## config.mk

```make
export PLATFORM = sky130hd
export DESIGN_NAME = if_fetch_stage_flat
export DESIGN_NICKNAME = d
export VERILOG_FILES = /design/src/rtl/if_fetch_stage_if.sv /design/src/rtl/if_fetch_stage.sv /design/src/flat_wrapper.sv
export SDC_FILE = /design/constraint.sdc
export NUM_CORES = 1
export LEC_CHECK = 0
export BUFFER_PORTS_ARGS = -buffer_cell sky130_fd_sc_hd__buf_2
export CORE_MARGIN = 10
export CORE_UTILIZATION = 44
export CTS_BUF_LIST = sky130_fd_sc_hd__clkbuf_4 sky130_fd_sc_hd__clkbuf_8 sky130_fd_sc_hd__clkbuf_16
export CTS_CLUSTER_SIZE = 40
export DETAILED_ROUTE_END_ITERATION = 12
export PLACE_DENSITY = 0.78
export SYNTH_ARGS = -nofsm -noshare
export SYNTH_HDL_FRONTEND = slang
export SYNTH_SLANG_ARGS = --single-unit
```

## constraint.sdc

```tcl
create_clock -name CLK -period 2.1 [get_ports CLK]
set_clock_uncertainty 0.1 [all_clocks]
set_input_delay 0.21 -clock CLK [delete_from_list [all_inputs] [get_ports CLK]]
set_output_delay 0.21 -clock CLK [all_outputs]
set_load 0.01 [all_outputs]
```

## src/rtl/if_fetch_stage_if.sv

```systemverilog
// Instruction-memory fetch bus between the IF stage (master) and instruction memory (slave).
interface if_fetch_stage_if;
    logic        IMEM_REQ;
    logic [31:0] IMEM_ADDR;
    logic        IMEM_RVALID;
    logic [31:0] IMEM_RDATA;

    modport master (output IMEM_REQ, IMEM_ADDR, input  IMEM_RVALID, IMEM_RDATA);
    modport slave  (input  IMEM_REQ, IMEM_ADDR, output IMEM_RVALID, IMEM_RDATA);
endinterface

```

## src/rtl/if_fetch_stage.sv

```systemverilog
// MIPS IF stage: owns the PC, keeps one fetch outstanding, and feeds IF/ID with a valid-qualified
// instruction slot. Branch/jump redirects flush the slot and discard any in-flight fetch.
module if_fetch_stage #(
    parameter logic [31:0] RESET_PC = 32'h0000_0000
) (
    input  logic                   CLK,
    input  logic                   RST_N,
    input  logic                   STALL,
    input  logic                   BRANCH_TAKEN,
    input  logic [31:0]            BRANCH_TARGET,
    input  logic                   JUMP,
    input  logic [31:0]            JUMP_TARGET,
    if_fetch_stage_if.master       imem,
    output logic [31:0]            NEXT_INS_ADR,
    output logic [31:0]            CUR_INS,
    output logic                   INS_VALID
);
    typedef enum logic [1:0] {S_ISSUE, S_WAIT, S_DISCARD} state_t;

    state_t      state_q, state_d;
    logic [31:0] pc_q, pc_d;
    logic [31:0] cur_q, cur_d;
    logic [31:0] nxt_q, nxt_d;
    logic        vld_q, vld_d;

    logic        redirect, slot_free, req, load;
    logic [31:0] target, pc_plus4;

    assign redirect  = BRANCH_TAKEN | JUMP;
    assign target    = (BRANCH_TAKEN ? BRANCH_TARGET : JUMP_TARGET) & 32'hFFFF_FFFC;
    assign slot_free = !vld_q || !STALL;
    assign req       = (state_q == S_ISSUE) && slot_free && !redirect;
    assign pc_plus4  = pc_q + 32'd4;
    assign load      = (state_q == S_WAIT) && imem.IMEM_RVALID && !redirect;

    assign imem.IMEM_REQ  = req;
    assign imem.IMEM_ADDR = pc_q;
    assign CUR_INS        = cur_q;
    assign NEXT_INS_ADR   = nxt_q;
    assign INS_VALID      = vld_q;

    always_ff @(posedge CLK or negedge RST_N) begin
        if (!RST_N) begin
            state_q <= S_ISSUE;
            pc_q    <= RESET_PC;
            cur_q   <= '0;
            nxt_q   <= '0;
            vld_q   <= 1'b0;
        end else begin
            state_q <= state_d;
            pc_q    <= pc_d;
            cur_q   <= cur_d;
            nxt_q   <= nxt_d;
            vld_q   <= vld_d;
        end
    end

    always_comb begin
        state_d = state_q;
        pc_d    = pc_q;
        cur_d   = cur_q;
        nxt_d   = nxt_q;
        vld_d   = vld_q;

        if (vld_q && !STALL)
            vld_d = 1'b0;

        case (state_q)
            S_ISSUE: if (req) state_d = S_WAIT;
            S_WAIT: begin
                // A response coinciding with a redirect is wrong-path: drop it but the fetch is done.
                if (imem.IMEM_RVALID)
                    state_d = S_ISSUE;
                else if (redirect)
                    state_d = S_DISCARD;
            end
            S_DISCARD: if (imem.IMEM_RVALID) state_d = S_ISSUE;
            default: state_d = S_ISSUE;
        endcase

        if (load) begin
            cur_d = imem.IMEM_RDATA;
            nxt_d = pc_plus4;
            vld_d = 1'b1;
            pc_d  = pc_plus4;
        end

        // Flush wins over a held (stalled) instruction.
        if (redirect) begin
            pc_d  = target;
            vld_d = 1'b0;
        end
    end

    a_no_resp_into_full_slot: assert property (@(posedge CLK) disable iff (!RST_N)
        !(imem.IMEM_RVALID && vld_q && STALL));
endmodule

```

## src/flat_wrapper.sv

```systemverilog
// flat-port wrapper written by rule: the top's interface ports become plain ports
module if_fetch_stage_flat 
#(
    parameter logic [31:0] RESET_PC = 32'h0000_0000
)
  (CLK, RST_N, STALL, BRANCH_TAKEN, BRANCH_TARGET, JUMP, JUMP_TARGET, NEXT_INS_ADR, CUR_INS, INS_VALID, imem_IMEM_REQ, imem_IMEM_ADDR, imem_IMEM_RVALID, imem_IMEM_RDATA);
  if_fetch_stage_if imem_i ();
  input  logic CLK;
  input  logic RST_N;
  input  logic STALL;
  input  logic BRANCH_TAKEN;
  input  logic [31:0] BRANCH_TARGET;
  input  logic JUMP;
  input  logic [31:0] JUMP_TARGET;
  output logic [31:0] NEXT_INS_ADR;
  output logic [31:0] CUR_INS;
  output logic INS_VALID;
  output wire logic [$bits(imem_i.IMEM_REQ)-1:0] imem_IMEM_REQ;
  output wire logic [$bits(imem_i.IMEM_ADDR)-1:0] imem_IMEM_ADDR;
  input wire logic [$bits(imem_i.IMEM_RVALID)-1:0] imem_IMEM_RVALID;
  input wire logic [$bits(imem_i.IMEM_RDATA)-1:0] imem_IMEM_RDATA;
  assign imem_IMEM_REQ = imem_i.IMEM_REQ;
  assign imem_IMEM_ADDR = imem_i.IMEM_ADDR;
  assign imem_i.IMEM_RVALID = imem_IMEM_RVALID;
  assign imem_i.IMEM_RDATA = imem_IMEM_RDATA;
  if_fetch_stage #(.RESET_PC(RESET_PC)) u_core (.CLK(CLK), .RST_N(RST_N), .STALL(STALL), .BRANCH_TAKEN(BRANCH_TAKEN), .BRANCH_TARGET(BRANCH_TARGET), .JUMP(JUMP), .JUMP_TARGET(JUMP_TARGET), .imem(imem_i), .NEXT_INS_ADR(NEXT_INS_ADR), .CUR_INS(CUR_INS), .INS_VALID(INS_VALID));
endmodule
```

---- Yosys cells after proc, flatten, opt, wreduce, memory -nomap -nowiden ----
Cells that the tools add are included.
word-level totals
  bits of input ports ..................... 102
  memories ................................ 0
  ROM bits ................................ 0
  logic and storage cells ................. 36
  memory bits (writable) .................. 0
  bits in latches ......................... 0
  register bits ........................... 99
operators by class
  div/mod/pow operators ................... 0
  magnitude comparators ................... 0
  shift-type cells ........................ 0
  equal/unequal tests ..................... 5
  $mul .................................... 0
  $add $sub $neg .......................... 1
  bitwise operators ....................... 1
  multiplexer cells ....................... 11
  reductions and logical operators ........ 13
operator list
  cell                     count
  $mux W32                 3
  $add A32 B3 Y32 const B  1
  $mux W2                  4
  $pmux W2 S3              1
  $logic_and A1 B1 Y1      5
  $ne A2 B2 Y1 const B     2
  $logic_not A1 Y1         3
  $mux W1                  3
  $ne A3 B2 Y1 const B     1
  $reduce_and A3 Y1        1
  $reduce_bool A3 Y1       1
  $eq A2 B1 Y1 const B     1
  $eq A2 B2 Y1 const B     1
  $logic_not A2 Y1         1
  $reduce_bool A2 Y1       1
  $logic_or A1 B1 Y1       1
  $or A1 B1 Y1             1

---- Depth between registers and ports, before layout ----
  word-level depth ........................ 6
  mapped depth ............................ 8

---- Worst setup path before layout ----
No wires, ideal clock.
  path type ............................... register -> register
  start point ............................. register u_core.pc_q[2] (netlist: u_core.imem.IMEM_ADDR[2])
  end point ............................... register u_core.pc_q[14] (netlist: u_core.imem.IMEM_ADDR[14])
  stages on the path, launching flop included .. 9
  setup slack ............................. -0.058 ns
  arrival ................................. 1.926 ns
  period minus slack after synthesis ...... 2.158 ns
  buffers on the path ..................... 2
  path through ............................ dfrtp_1 ha_1 nand4_2 or3_1 buf_6 buf_6 o21a_1 o31ai_1 o21ai_1
on the way
  cells in the longest elaborated chain, start to end .. 3
RTL lines
  what                      RTL line              text
  start: declaration        if_fetch_stage.sv:21  logic [31:0] pc_q, pc_d;
  start signal: assignment  if_fetch_stage.sv:51  pc_q <= pc_d;
  $add A32 B3 Y32           if_fetch_stage.sv:33  assign pc_plus4 = pc_q + 32'd4;
  $mux W32                  if_fetch_stage.sv:81  if (load) begin
  $mux W32                  if_fetch_stage.sv:89  if (redirect) begin
Every way passes these cells. The select of a mux whose other input is x is not followed.
A chain may end at the register's enable or synchronous reset.

---- Worst setup path after layout ----
  start point ............................. register u_core.pc_q[3] (netlist: u_core.imem.IMEM_ADDR[3])
  end point ............................... register u_core.pc_q[22] (netlist: u_core.imem.IMEM_ADDR[22])
Same word-level chain as after synthesis.

==> metrics.md <==
| Metric | Value |
|---|---|
| Combinational Power Share | 0.299 |
| Met1 WL | 6.95 mm |
| Worst slew pin tran | approximately 0.68 ns |
| H-Tree Depth | 3 |
| Final hold violations | 0 |
| Syn Area/Cell | 8.83 sq um |
| Final non-filler cell total | 971 |
| Maximum vdd drop | about 0.42 mV |
| Drt total wl | approximately 17 mm |
| CP Cell Sequence | ha_2, nand4_4, or3_4, buf_12, o31a_1, o31ai_1, o21ai_1 |
| FMAX | 0.478 GHz |
| RSZ-0062 raised after global routing | true |
| DRC Markers | 0 |
| Crit path max-delay family | simple AND/OR/NAND/NOR gates |
| Syn Inst Count | approximately 550 |
| Largest net degree at the start of global routing | 94 |
| Post-synth EDFFs | 0 |
| LEAKAGE | ~0.0035 uW |
| Most common cell after layout, fill and taps aside | buf_2 |
| Clock buffer depth | 2 |
| Slowest CP cell | or3_4 |
| Total GRT Usage | 0.211 |
| Seq pwr share | 0.451 |
| First-pass GRT wire length | around 27 mm |
| Clock period minus worst slack | 2.09 ns |
| Top sig layer | met4 |
| Synth Flop Type | dfrtp_1 |
| Cell Count Post-Placement | 883 |
| Layout cells sized above 1 | 0.337 |
| TritonRoute pass-1 iters | 5 |
| Switching share of power | 0.331 |
| Worst hold margin | 0.0123 ns |
| Status | finished clean |
| Setup CP Type | flop to flop |
| Grt ovf | 0 |
| Yosys warnings | 0 |
| Number of global-route vias before repair | roughly 5300 |
| WP data required | 2.25 ns |
| Cell Rows | 38 |
| Die width | 125 um |
| Max incr delay on CP | 0.43 ns |
| Crit. End Element | flop |
| Clock power frac | 0.249 |
| Worst Hold Class | primary input to flop |
| Sequential fraction of the synthesis area | 0.492 |
| Vias per cell | 5.16 |
| Die Area | 15600 sq um |
| Layout Nets | 928 |
| Int Power | 3680 uW |
| Dpl hpwl | 12.1 mm |
| Clock Latency Late Sink | 0.36 ns |
| Cts bufs inserted | 9 |
| Asr flop ratio synth | 1.00 |
| CP max FO | 16 |
| Routed Antenna Nets | 0 |
| Met2 WL | 8.26 mm |
| R2r setup slk | 0.007 ns |
| Synth top area share | 0.492 |
| Core Box Area | 10800 sq um |
| Post-Syn Area | 4830 sq um |
| Startpoint types | flop |
| CP Buf/Inv Count | 1 |
| Initial drt markers | 365 |
| P&R area growth vs syn | 47.5% |
| Met3 Wirelength | roughly 1.3 mm |
| Post-Route Utilization | 0.660 |
| Clock transition at the registers of the reported paths | about 0.1 ns |
| FILL cells | 846 |
| Initial Util | 0.447 |
| Crit path DAT | 2.24 ns |
| Relative slew slack | 0.546 |
| Sw power | 1820 uW |
| Top post-synthesis cells by area | dfrtp_1 49%, nand2_1 13%, xor2_1 4.7% |
| GPL Wtd Cong | 0.930 |
| Pwr dens | slightly below 800 nW/um^2 |
| Tcrit/Tclk final | 0.996 |
| DR vias | 5010 |
| Max-slew violations | 0 |
| I/O pin cnt | 200 |
| Cell accounting for the most synthesized area | dfrtp_1 |
| Unique masters post-synth | 49 |
| Clock tree from TritonCTS | done |
| FF+latch count, synth | 95 |
| Antenna violations before repair | 0 |
| Setup TNS | 0 ns |
| I/O Buffers | 191 |
| Die H | 125 um |
| Most frequent cells in the layout | 190 x buf_2, 169 x nand2_1, 94 x dfrtp_1, 70 x dlygate4sd3_1, 42 x buf_4 |
| Root Driver | clkbuf_8 |
| Tot Pwr | ~5500 uW |
| Final setup fails | 0 |
| # clock sinks | 95 |
| Avg WL per Cell | 17.4 um |
| Maxcap violations | 0 |
[power groups by stage]
| stage | Clock (uW) | Sequential (uW) | Combinational, uW |
|---|---|---|---|
| after global placement | 0 | 2480 | 1510 |
| after CTS | 1400 | 2470 | 1650 |
| final | 1370 | 2480 | 1640 |
| after floorplan | 0 | 2700 | 505 |
| after global routing | 1500 | 2530 | 1820 |
| after detailed placement | 0 | 2510 | 1540 |
[path summary, 6_finish.rpt]
path / start / endpoint / cells past startpoint
worst max-delay path: u_core.imem.IMEM_ADDR[3] / u_core.imem.IMEM_ADDR[22] / 7
worst min-delay path: BRANCH_TARGET[24] / u_core.imem.IMEM_ADDR[24] / 3
worst max register to register: u_core.imem.IMEM_ADDR[3] / u_core.imem.IMEM_ADDR[22] / 7
worst min register to register: u_core.NEXT_INS_ADR[30] / u_core.NEXT_INS_ADR[30] / 2
max in group asynchronous: RST_N / u_core.CUR_INS[31] / 3
min in group asynchronous: RST_N / u_core.CUR_INS[18] / 2
[cells in the mapped netlist (4+ instances only)]
library cell  count
o21ai_0          37
nor3_2            5
buf_2             7
xnor2_1          23
nand2_1         170
clkbuf_1         24
nor4_2            4
o21ai_1          14
and3_1            4
buf_4             6
mux2_2            5
xor2_1           26
dfrtp_1          95
nand3_1          15
nor2_1           22
nor3_1            4
a21oi_1          11
a22oi_1          15
nand4_1          16
[flip-flops by register name (all words and copies together), names as in the netlist]
register	count
u_core.NEXT_INS_ADR	30
u_core.state_q	2
u_core.imem.IMEM_ADDR	30
u_core.INS_VALID	1
u_core.CUR_INS	32
[tightest hold or removal path, delay by kind of cell]
family          cells  cell delay, ns
compound gates      2            0.14
buf+inv             1            0.09
[final cells by class]
| type | instances | area (sq um) | area share |
|---|---|---|---|
| Multi-Input combinational cell | 410 | 2300 | 0.323 |
| Sequential cell | 95 | 2380 | 0.334 |
| Inverter | 4 | 15.0 | 0.00211 |
| Clock inverter | 6 | 90.1 | 0.0126 |
| Tap cell | 140 | 175 | 0.0246 |
| Clock buffer | 10 | 138 | 0.0193 |
| Timing Repair Buffer | 305 | 2030 | 0.285 |
| Antenna cell | 1 | 2.50 | 0.000351 |
[per-layer routing]
layer  up-vias  track usage
met5         -            0
met4         0       0.0788
met3        25       0.0613
met2       205        0.345
met1      2394        0.257
li1       2386            -
[logic make-up after synthesis]
logic type               after synthesis  synth area share
multiplexers                           6            0.0137
XOR/XNOR                              49            0.0889
other                                  1          0.000776
adder cells (fa/ha/maj)                1           0.00259
buffers and inverters                 45            0.0448
flip-flops                            95             0.492
AO/OA/AOI/OAI                         90             0.109
AND/OR/NAND/NOR                      260             0.248
[metrics by stage]
step	worst slack, ns	cell area [sq um]
floorplan	0.000144	4840
global placement	0.0789	6130
detailed placement	0.0155	6130
CTS	0.0128	7060
global route	-0.0510	7120
finish	0.00746	7120
[what timing repair did]
action,4_1_cts,5_1_grt
hold buffers,70,0
gates resized for setup,1,9
setup buffers,0,1
setup endpoints to repair,1,11
hold endpoints to repair,96,0
pin swaps,0,0
(Power assumes the default switching activity.)
